==> config.mk <==
export PLATFORM = sky130hd
export DESIGN_NAME = frame_capture
export DESIGN_NICKNAME = d
export VERILOG_FILES = /design/src/rtl/frame_capture.sv
export SDC_FILE = /design/constraint.sdc
export NUM_CORES = 1
export LEC_CHECK = 0
export BUFFER_PORTS_ARGS = -buffer_cell sky130_fd_sc_hd__buf_2
export CORE_AREA = 8 8 85 87
export CTS_BUF_LIST = sky130_fd_sc_hd__clkbuf_4 sky130_fd_sc_hd__clkbuf_8 sky130_fd_sc_hd__clkbuf_16
export CTS_CLUSTER_SIZE = 20
export DETAILED_ROUTE_END_ITERATION = 12
export DIE_AREA = 0 0 93 95
export PLACE_DENSITY_LB_ADDON = 0.12
export SYNTH_ARGS = -nofsm -noshare
export SYNTH_HDL_FRONTEND = slang
export SYNTH_SLANG_ARGS = --single-unit
==> constraint.sdc <==
create_clock -name clk -period 5.3 [get_ports clk]
set_clock_uncertainty 0.05 [all_clocks]
set_input_delay 0.795 -clock clk [delete_from_list [all_inputs] [get_ports clk]]
set_output_delay 0.795 -clock clk [all_outputs]
set_load 0.01 [all_outputs]
==> src/rtl/frame_capture.sv <==
// Receive-side frame buffer for the 2-row sensor: captures each row's ADC data when the
// camera controller strobes it, then streams the frame pixel-by-pixel over valid/ready.
module frame_capture #(
    parameter int unsigned SIZE  = 2,
    parameter int unsigned ADC_W = 8,
    localparam int unsigned COL_W = (SIZE > 1) ? $clog2(SIZE) : 1
) (
    input  logic                  clk,
    input  logic                  reset,
    input  logic                  expose,
    input  logic                  erase,
    input  logic                  nre1,
    input  logic                  nre2,
    input  logic                  adc,
    input  logic [SIZE*ADC_W-1:0] col_data,
    input  logic                  out_ready,
    output logic [ADC_W-1:0]      pix_out,
    output logic                  pix_valid,
    output logic                  pix_row,
    output logic [COL_W-1:0]      pix_col,
    output logic                  frame_done,
    output logic                  proto_err,
    output logic                  overrun
);

    typedef enum logic [1:0] {StIdle, StArmed, StStream} state_e;

    state_e           state_q, state_d;
    logic [1:0]       row_mask_q, row_mask_d;
    logic [ADC_W-1:0] mem_q [2][SIZE];
    logic [ADC_W-1:0] mem_d [2][SIZE];
    logic             adc_prev_q, expose_prev_q;
    logic [ADC_W-1:0] pix_out_q, pix_out_d;
    logic             pix_row_q, pix_row_d;
    logic [COL_W-1:0] pix_col_q, pix_col_d;
    logic             frame_done_q, frame_done_d;
    logic             proto_err_q, proto_err_d;
    logic             overrun_q, overrun_d;

    logic             adc_rise, expose_rise;
    logic             cap_row;
    logic             last_pix;
    logic             nxt_row;
    logic [COL_W-1:0] nxt_col;

    assign adc_rise    = adc & ~adc_prev_q;
    assign expose_rise = expose & ~expose_prev_q;
    // nre1 low selects row 0; only meaningful when exactly one enable is low
    assign cap_row     = nre1;
    assign last_pix    = pix_row_q && (pix_col_q == COL_W'(SIZE - 1));

    // Pixel order: row 0 cols 0..SIZE-1, then row 1
    always_comb begin
        if (pix_col_q == COL_W'(SIZE - 1)) begin
            nxt_col = '0;
            nxt_row = 1'b1;
        end else begin
            nxt_col = pix_col_q + 1'b1;
            nxt_row = pix_row_q;
        end
    end

    // Next-state: capture control, streaming sequencer and sticky error flags
    always_comb begin
        state_d      = state_q;
        row_mask_d   = row_mask_q;
        mem_d        = mem_q;
        pix_out_d    = pix_out_q;
        pix_row_d    = pix_row_q;
        pix_col_d    = pix_col_q;
        frame_done_d = 1'b0;
        proto_err_d  = proto_err_q;
        overrun_d    = overrun_q;

        unique case (state_q)
            StIdle: begin
                if (expose_rise) begin
                    state_d    = StArmed;
                    row_mask_d = 2'b00;
                end
            end
            StArmed: begin
                // erase wins over a same-cycle adc strobe
                if (erase) begin
                    state_d    = StIdle;
                    row_mask_d = 2'b00;
                end else if (row_mask_q == 2'b11) begin
                    state_d   = StStream;
                    pix_row_d = 1'b0;
                    pix_col_d = '0;
                    pix_out_d = mem_q[0][0];
                end else if (adc_rise) begin
                    if (nre1 != nre2) begin
                        for (int c = 0; c < SIZE; c++) begin
                            mem_d[cap_row][c] = col_data[c*ADC_W +: ADC_W];
                        end
                        row_mask_d[cap_row] = 1'b1;
                    end else begin
                        proto_err_d = 1'b1;
                    end
                end
            end
            StStream: begin
                if (expose_rise) begin
                    overrun_d = 1'b1;
                end
                if (out_ready) begin
                    if (last_pix) begin
                        state_d      = StIdle;
                        frame_done_d = 1'b1;
                        pix_row_d    = 1'b0;
                        pix_col_d    = '0;
                    end else begin
                        pix_row_d = nxt_row;
                        pix_col_d = nxt_col;
                        pix_out_d = mem_q[nxt_row][nxt_col];
                    end
                end
            end
            default: state_d = StIdle;
        endcase
    end

    // State and datapath registers
    always_ff @(posedge clk or negedge reset) begin
        if (!reset) begin
            state_q       <= StIdle;
            row_mask_q    <= 2'b00;
            adc_prev_q    <= 1'b0;
            expose_prev_q <= 1'b0;
            pix_out_q     <= '0;
            pix_row_q     <= 1'b0;
            pix_col_q     <= '0;
            frame_done_q  <= 1'b0;
            proto_err_q   <= 1'b0;
            overrun_q     <= 1'b0;
            for (int r = 0; r < 2; r++) begin
                for (int c = 0; c < SIZE; c++) begin
                    mem_q[r][c] <= '0;
                end
            end
        end else begin
            state_q       <= state_d;
            row_mask_q    <= row_mask_d;
            adc_prev_q    <= adc;
            expose_prev_q <= expose;
            pix_out_q     <= pix_out_d;
            pix_row_q     <= pix_row_d;
            pix_col_q     <= pix_col_d;
            frame_done_q  <= frame_done_d;
            proto_err_q   <= proto_err_d;
            overrun_q     <= overrun_d;
            mem_q         <= mem_d;
        end
    end

    assign pix_out    = pix_out_q;
    assign pix_valid  = (state_q == StStream);
    assign pix_row    = pix_row_q;
    assign pix_col    = pix_col_q;
    assign frame_done = frame_done_q;
    assign proto_err  = proto_err_q;
    assign overrun    = overrun_q;

endmodule
Word-level counts from Yosys, hierarchy flattened
Cells that the tools add are included.
{"block": "op_classes", "addsub": 1, "n_reduce_logical": 13, "bitwise_logic": 11, "n_mux": 44, "n_lt_le_gt_ge": 6, "eq_ne": 14}
{"operator": "$bwmux W32", "n": 2}
{"operator": "$mux W16", "n": 4}
{"operator": "$mux W8", "n": 8}
{"operator": "$demux W16 S1", "n": 2}
{"operator": "$mux W2", "n": 10}
{"operator": "$reduce_and A5 Y1", "n": 4}
{"operator": "$pmux W8 S2", "n": 1}
{"operator": "$mux W1", "n": 12}
{"operator": "$ne A3 B3 Y1 const B", "n": 4}
{"operator": "$ne A2 B2 Y1 const B", "n": 5}
{"operator": "$reduce_and A4 Y1", "n": 2}
{"operator": "$ge A2 B2 Y1 const B", "n": 3}
{"operator": "$not A1 Y2", "n": 3}
{"operator": "$pmux W2 S3", "n": 1}
{"operator": "$not A1 Y1", "n": 5}
{"operator": "$eq A2 B2 Y1 const B", "n": 2}
{"operator": "$pmux W1 S2", "n": 2}
{"operator": "$pmux W2 S2", "n": 1}
{"operator": "$reduce_bool A2 Y1", "n": 2}
{"operator": "$logic_and A1 B1 Y1", "n": 3}
{"operator": "$and A1 B1 Y1", "n": 2}
{"operator": "$eq A2 B1 Y1 const B", "n": 1}
{"operator": "$logic_not A2 Y1", "n": 1}
{"operator": "$lt A1 B2 Y1 const B", "n": 1}
{"operator": "other kinds (8)", "n": 8}
{"block": "word_totals", "elab_cells": 103, "reg_bits": 51}

Depth between registers and ports, before layout
{"block": "depth", "ltp_word": 11, "ltp_mapped": 7, "ltp_nobuf": 6}

Worst setup path before layout
No wires, ideal clock.
{"block": "synth_timing", "kind": "input to register", "start": "input erase", "end": "register pix_out_q[0], in the netlist pix_out[0]", "path_slack_ns": 2.983, "required_time_ns": 5.169, "n_path_buf": 1, "path_stages": 5, "arrival_time_ns": 2.186, "setup_time_ns": 0.081, "path_cell_list": "or3b_1 a222oi_1 buf_6 nor2_1 a31oi_2"}
{"block": "synth_between", "elab_chain_len": 2}
{"element": "start: declaration", "line_no": "11", "rtl": "input logic erase,"}
{"element": "$ne A2 B2 Y1 (no line)"}
{"element": "$reduce_and A5 Y1 (no line)"}
{"element": "end signal: assignment", "line_no": "147", "rtl": "pix_out_q <= pix_out_d;"}
{"element": "end: declaration", "line_no": "33", "rtl": "logic [ADC_W-1:0] pix_out_q, pix_out_d;"}
No other way between the ends.
A chain may end at the register's enable or synchronous reset.

Worst setup path in the final report
{"block": "layout_timing", "start": "register state_q[0]", "end": "output pix_valid"}
{"block": "layout_between", "elab_chain_len": 1}
{"element": "start: declaration", "line_no": "28", "rtl": "state_e state_q, state_d;"}
{"element": "start signal: assignment", "line_no": "127", "rtl": "state_q <= StIdle;"}
{"element": "start signal: assignment", "line_no": "143", "rtl": "state_q <= state_d;"}
{"element": "$eq A2 B2 Y1", "line_no": "158", "rtl": "assign pix_valid = (state_q == StStream);"}
{"element": "end: declaration", "line_no": "18", "rtl": "output logic pix_valid,"}
No other way between the ends.

==> impl_metrics.ini <==
[floorplan]
start_util = 0.389
dieArea_sq_mm = 0.00884
rows = 28
num_io_pins = 38
die_w_um = 93
die_y_um = 95
coreArea_sq_mm = 0.00582

[critical_path]
r2r_slack_ps = 2940
critPathMaxFanout = 13
end_kind = output port
rr_worst_depth = 7
crit_required_ps = 4450
crit_arrival_ps = 1820
startpoint_type = flip-flop
reg2reg_from = state_q[0]
regToRegEndpoint = pix_out[5]
crit_type = reg -> out

[global_routing]
overflow = 0
grt_antenna_before_repair = 0
grt_usage = 0.121
grt_start_max_net_pins = 52
first_global_vias = 1642
grt_pass1_wl_um = 8230

[detailed_routing]
wl_um = 4970
drtIter0Drc = 61
firstDrtPassIters = 5
vias = 1516
wl_per_cell_um = 17.4
ant_nets = 0
drc = 0
viasPerCell = 5.30

[flow_run]
cap_violations = 0

[finish]
nFillCells = 582
final_util = 0.455
multi_input_area_sq_um = 927
fin_nets = 236
layoutNonFillerInstCount = 286
fin_area_sq_mm = 0.00265
area_delta_synth_final_pct = 16.9
ff_latch_area_sq_mm = 0.00128
diodes = 0
drive_gt1_frac = 0.427

[yosys]
synth.area.top_cells = dfrtp_1 (56%), mux2_2 (16%), mux4_2 (8.0%), nand2_1 (3.3%), nor2_1 (2.3%)
synth_common_cells = dfrtp_1 (51), mux2_2 (32), nand2_1 (20), nor2_1 (14)
ys_warn_count = 0
yosysUniqueCellTypes = 27
syn_nets = 199
async_reset_ff_frac = 1.00
avgSynthCellArea_sq_um = 13.1
synth-main-ff-cell = dfrtp_1
synth_top_area_share = 0.564
synthCells = 173
yosysMostFrequentCell = dfrtp_1
synth_edf_count = 0
synth_seq_cells = 51
ys_seq_area_frac = 0.564
syn-cell-area_sq_mm = 0.00226
yosysTopAreaCell = dfrtp_1

[sta]
setup_total_negative_slack_ps = 0
final.setup.worst_slack_ps = 2640
worstMarginPinSlew_ps = 1140
grt_setup_unrepaired = no
slew_headroom = 0.243
finalHoldViolCount = 0
drv_slew = 0
setup-violations-final = 0
fmax_mhz = 375
holdWs_ps = 450
period_needed_ps = 2660
period_share = 0.503

[worst_hold_path]
min_path_cells = 1
hold_class = reg -> reg
holdPathEnd = proto_err
hold_start = proto_err

[power_and_ir_drop]
power.switching_mw = 0.245
fin_total_pwr_mw = 0.987
p_comb_frac = 0.171
vdd.ir_drop.worst_mv = 0.144
p_int_mw = 0.742
clockPowerShare = 0.324
switching_share = 0.248
p_per_area_mw_per_mm2 = 373
power_frac_seq = 0.505
p_leak_nw = 1.25

[clock_tree]
htreeDepth = 2
cts.sinks = 51
clock_path_buffers = 2
cts_resized = 0
hold_buffers = 0
clk_latency_ps = 310
cts_tree = done
cts_post_setup_buffers_inserted = 0
cts-root-buf = clkbuf_8
clkTransAtPathRegs_ps = 100
cts_buffers = 5

[placement]
place_hpwl_um = 3440
dp_slack_ps = 2510
gp_congestion = 0.752
post_dp_cell_area_sq_mm = 0.00251
dp.cells = 278
port-buffer-count = 37

[run_status]
status = finished, final reports clean
-- per-layer routing --
| metal | GRT usage | vias up | wire length, um |
|---|---|---|---|
| met5 | 0 | - | 0 |
| met4 | 0.0483 | 0 | 77 |
| met3 | 0.0381 | 9 | 329 |
| met2 | 0.204 | 47 | 2480 |
| met1 | 0.141 | 771 | 2090 |
| li1 | - | 689 | - |
-- layout make-up --
class,count,area share
well taps,75,0.0355
clock buffers,5,0.0260
flip-flops and latches,51,0.482
clock inverters,3,0.0255
repair buffers,38,0.0728
multi-input cells,109,0.351
inverters,5,0.00710
-- worst max-delay path, cell delays in order (launching register included) --
cell	delay [ps]
dfrtp_1	450
inv_1	120
nand2_1	350
inv_2	380
buf_2	200
-- power by group through the flow --
stage | logic, mW | clock network [mW] | registers, mW
after floorplan | 0.102 | 0 | 0.508
after global placement | 0.167 | 0 | 0.502
after detailed placement | 0.173 | 0 | 0.507
after CTS | 0.173 | 0.328 | 0.499
after global routing | 0.189 | 0.341 | 0.508
final | 0.169 | 0.319 | 0.499
-- registers in the layout, indices dropped and copies added, names as in the netlist --
| name | flops |
|---|---|
| mem_q | 32 |
| pix_out | 8 |
| row_mask_q | 2 |
| state_q | 2 |
| adc_prev_q | 1 |
| expose_prev_q | 1 |
| frame_done | 1 |
| overrun | 1 |
| pix_col | 1 |
| pix_row | 1 |
| proto_err | 1 |
-- worst max path at each step --
| stage | startpoint | cells past startpoint | endpoint | slack (ps) |
|---|---|---|---|---|
| floorplan | erase | 5 | pix_out[0] | 2980 |
| global placement | erase | 4 | mem_q[29] | 2560 |
| detailed placement | erase | 4 | mem_q[21] | 2510 |
| CTS | state_q[0] | 4 | pix_valid | 2600 |
| global route | state_q[0] | 4 | pix_valid | 2510 |
| finish | state_q[0] | 4 | pix_valid | 2640 |
-- cells in the final DEF, fill, tap and decap left out --
master,count
dfrtp_1,51
buf_2,37
mux2_2,32
nand2_1,20
nor2_1,14
mux4_2,8
a31oi_1,8
a21oi_1,5
clkbuf_8,5
inv_1,4
nor2b_1,3
or3b_1,2
a31oi_2,2
nand3_1,2
a22o_1,2
ha_1,2
bufinv_16,2
inv_2,1
a222oi_1,1
nor3b_1,1
and3b_1,1
nand2b_1,1
o21ai_0,1
and3_1,1
a221o_1,1
a31o_2,1
o21bai_1,1
clkinvlp_4,1
buf_4,1
-- cell families after synthesis --
| group | Yosys count | synth area share |
|---|---|---|
| buffers and inverters | 13 | 0.0260 |
| flip-flops | 51 | 0.564 |
| AO/OA/AOI/OAI | 22 | 0.0702 |
| AND/OR/NAND/NOR | 45 | 0.0896 |
| multiplexers | 40 | 0.239 |
| adder cells (fa/ha/maj) | 2 | 0.0111 |
No activity file was read; power rests on OpenSTA's default activity.
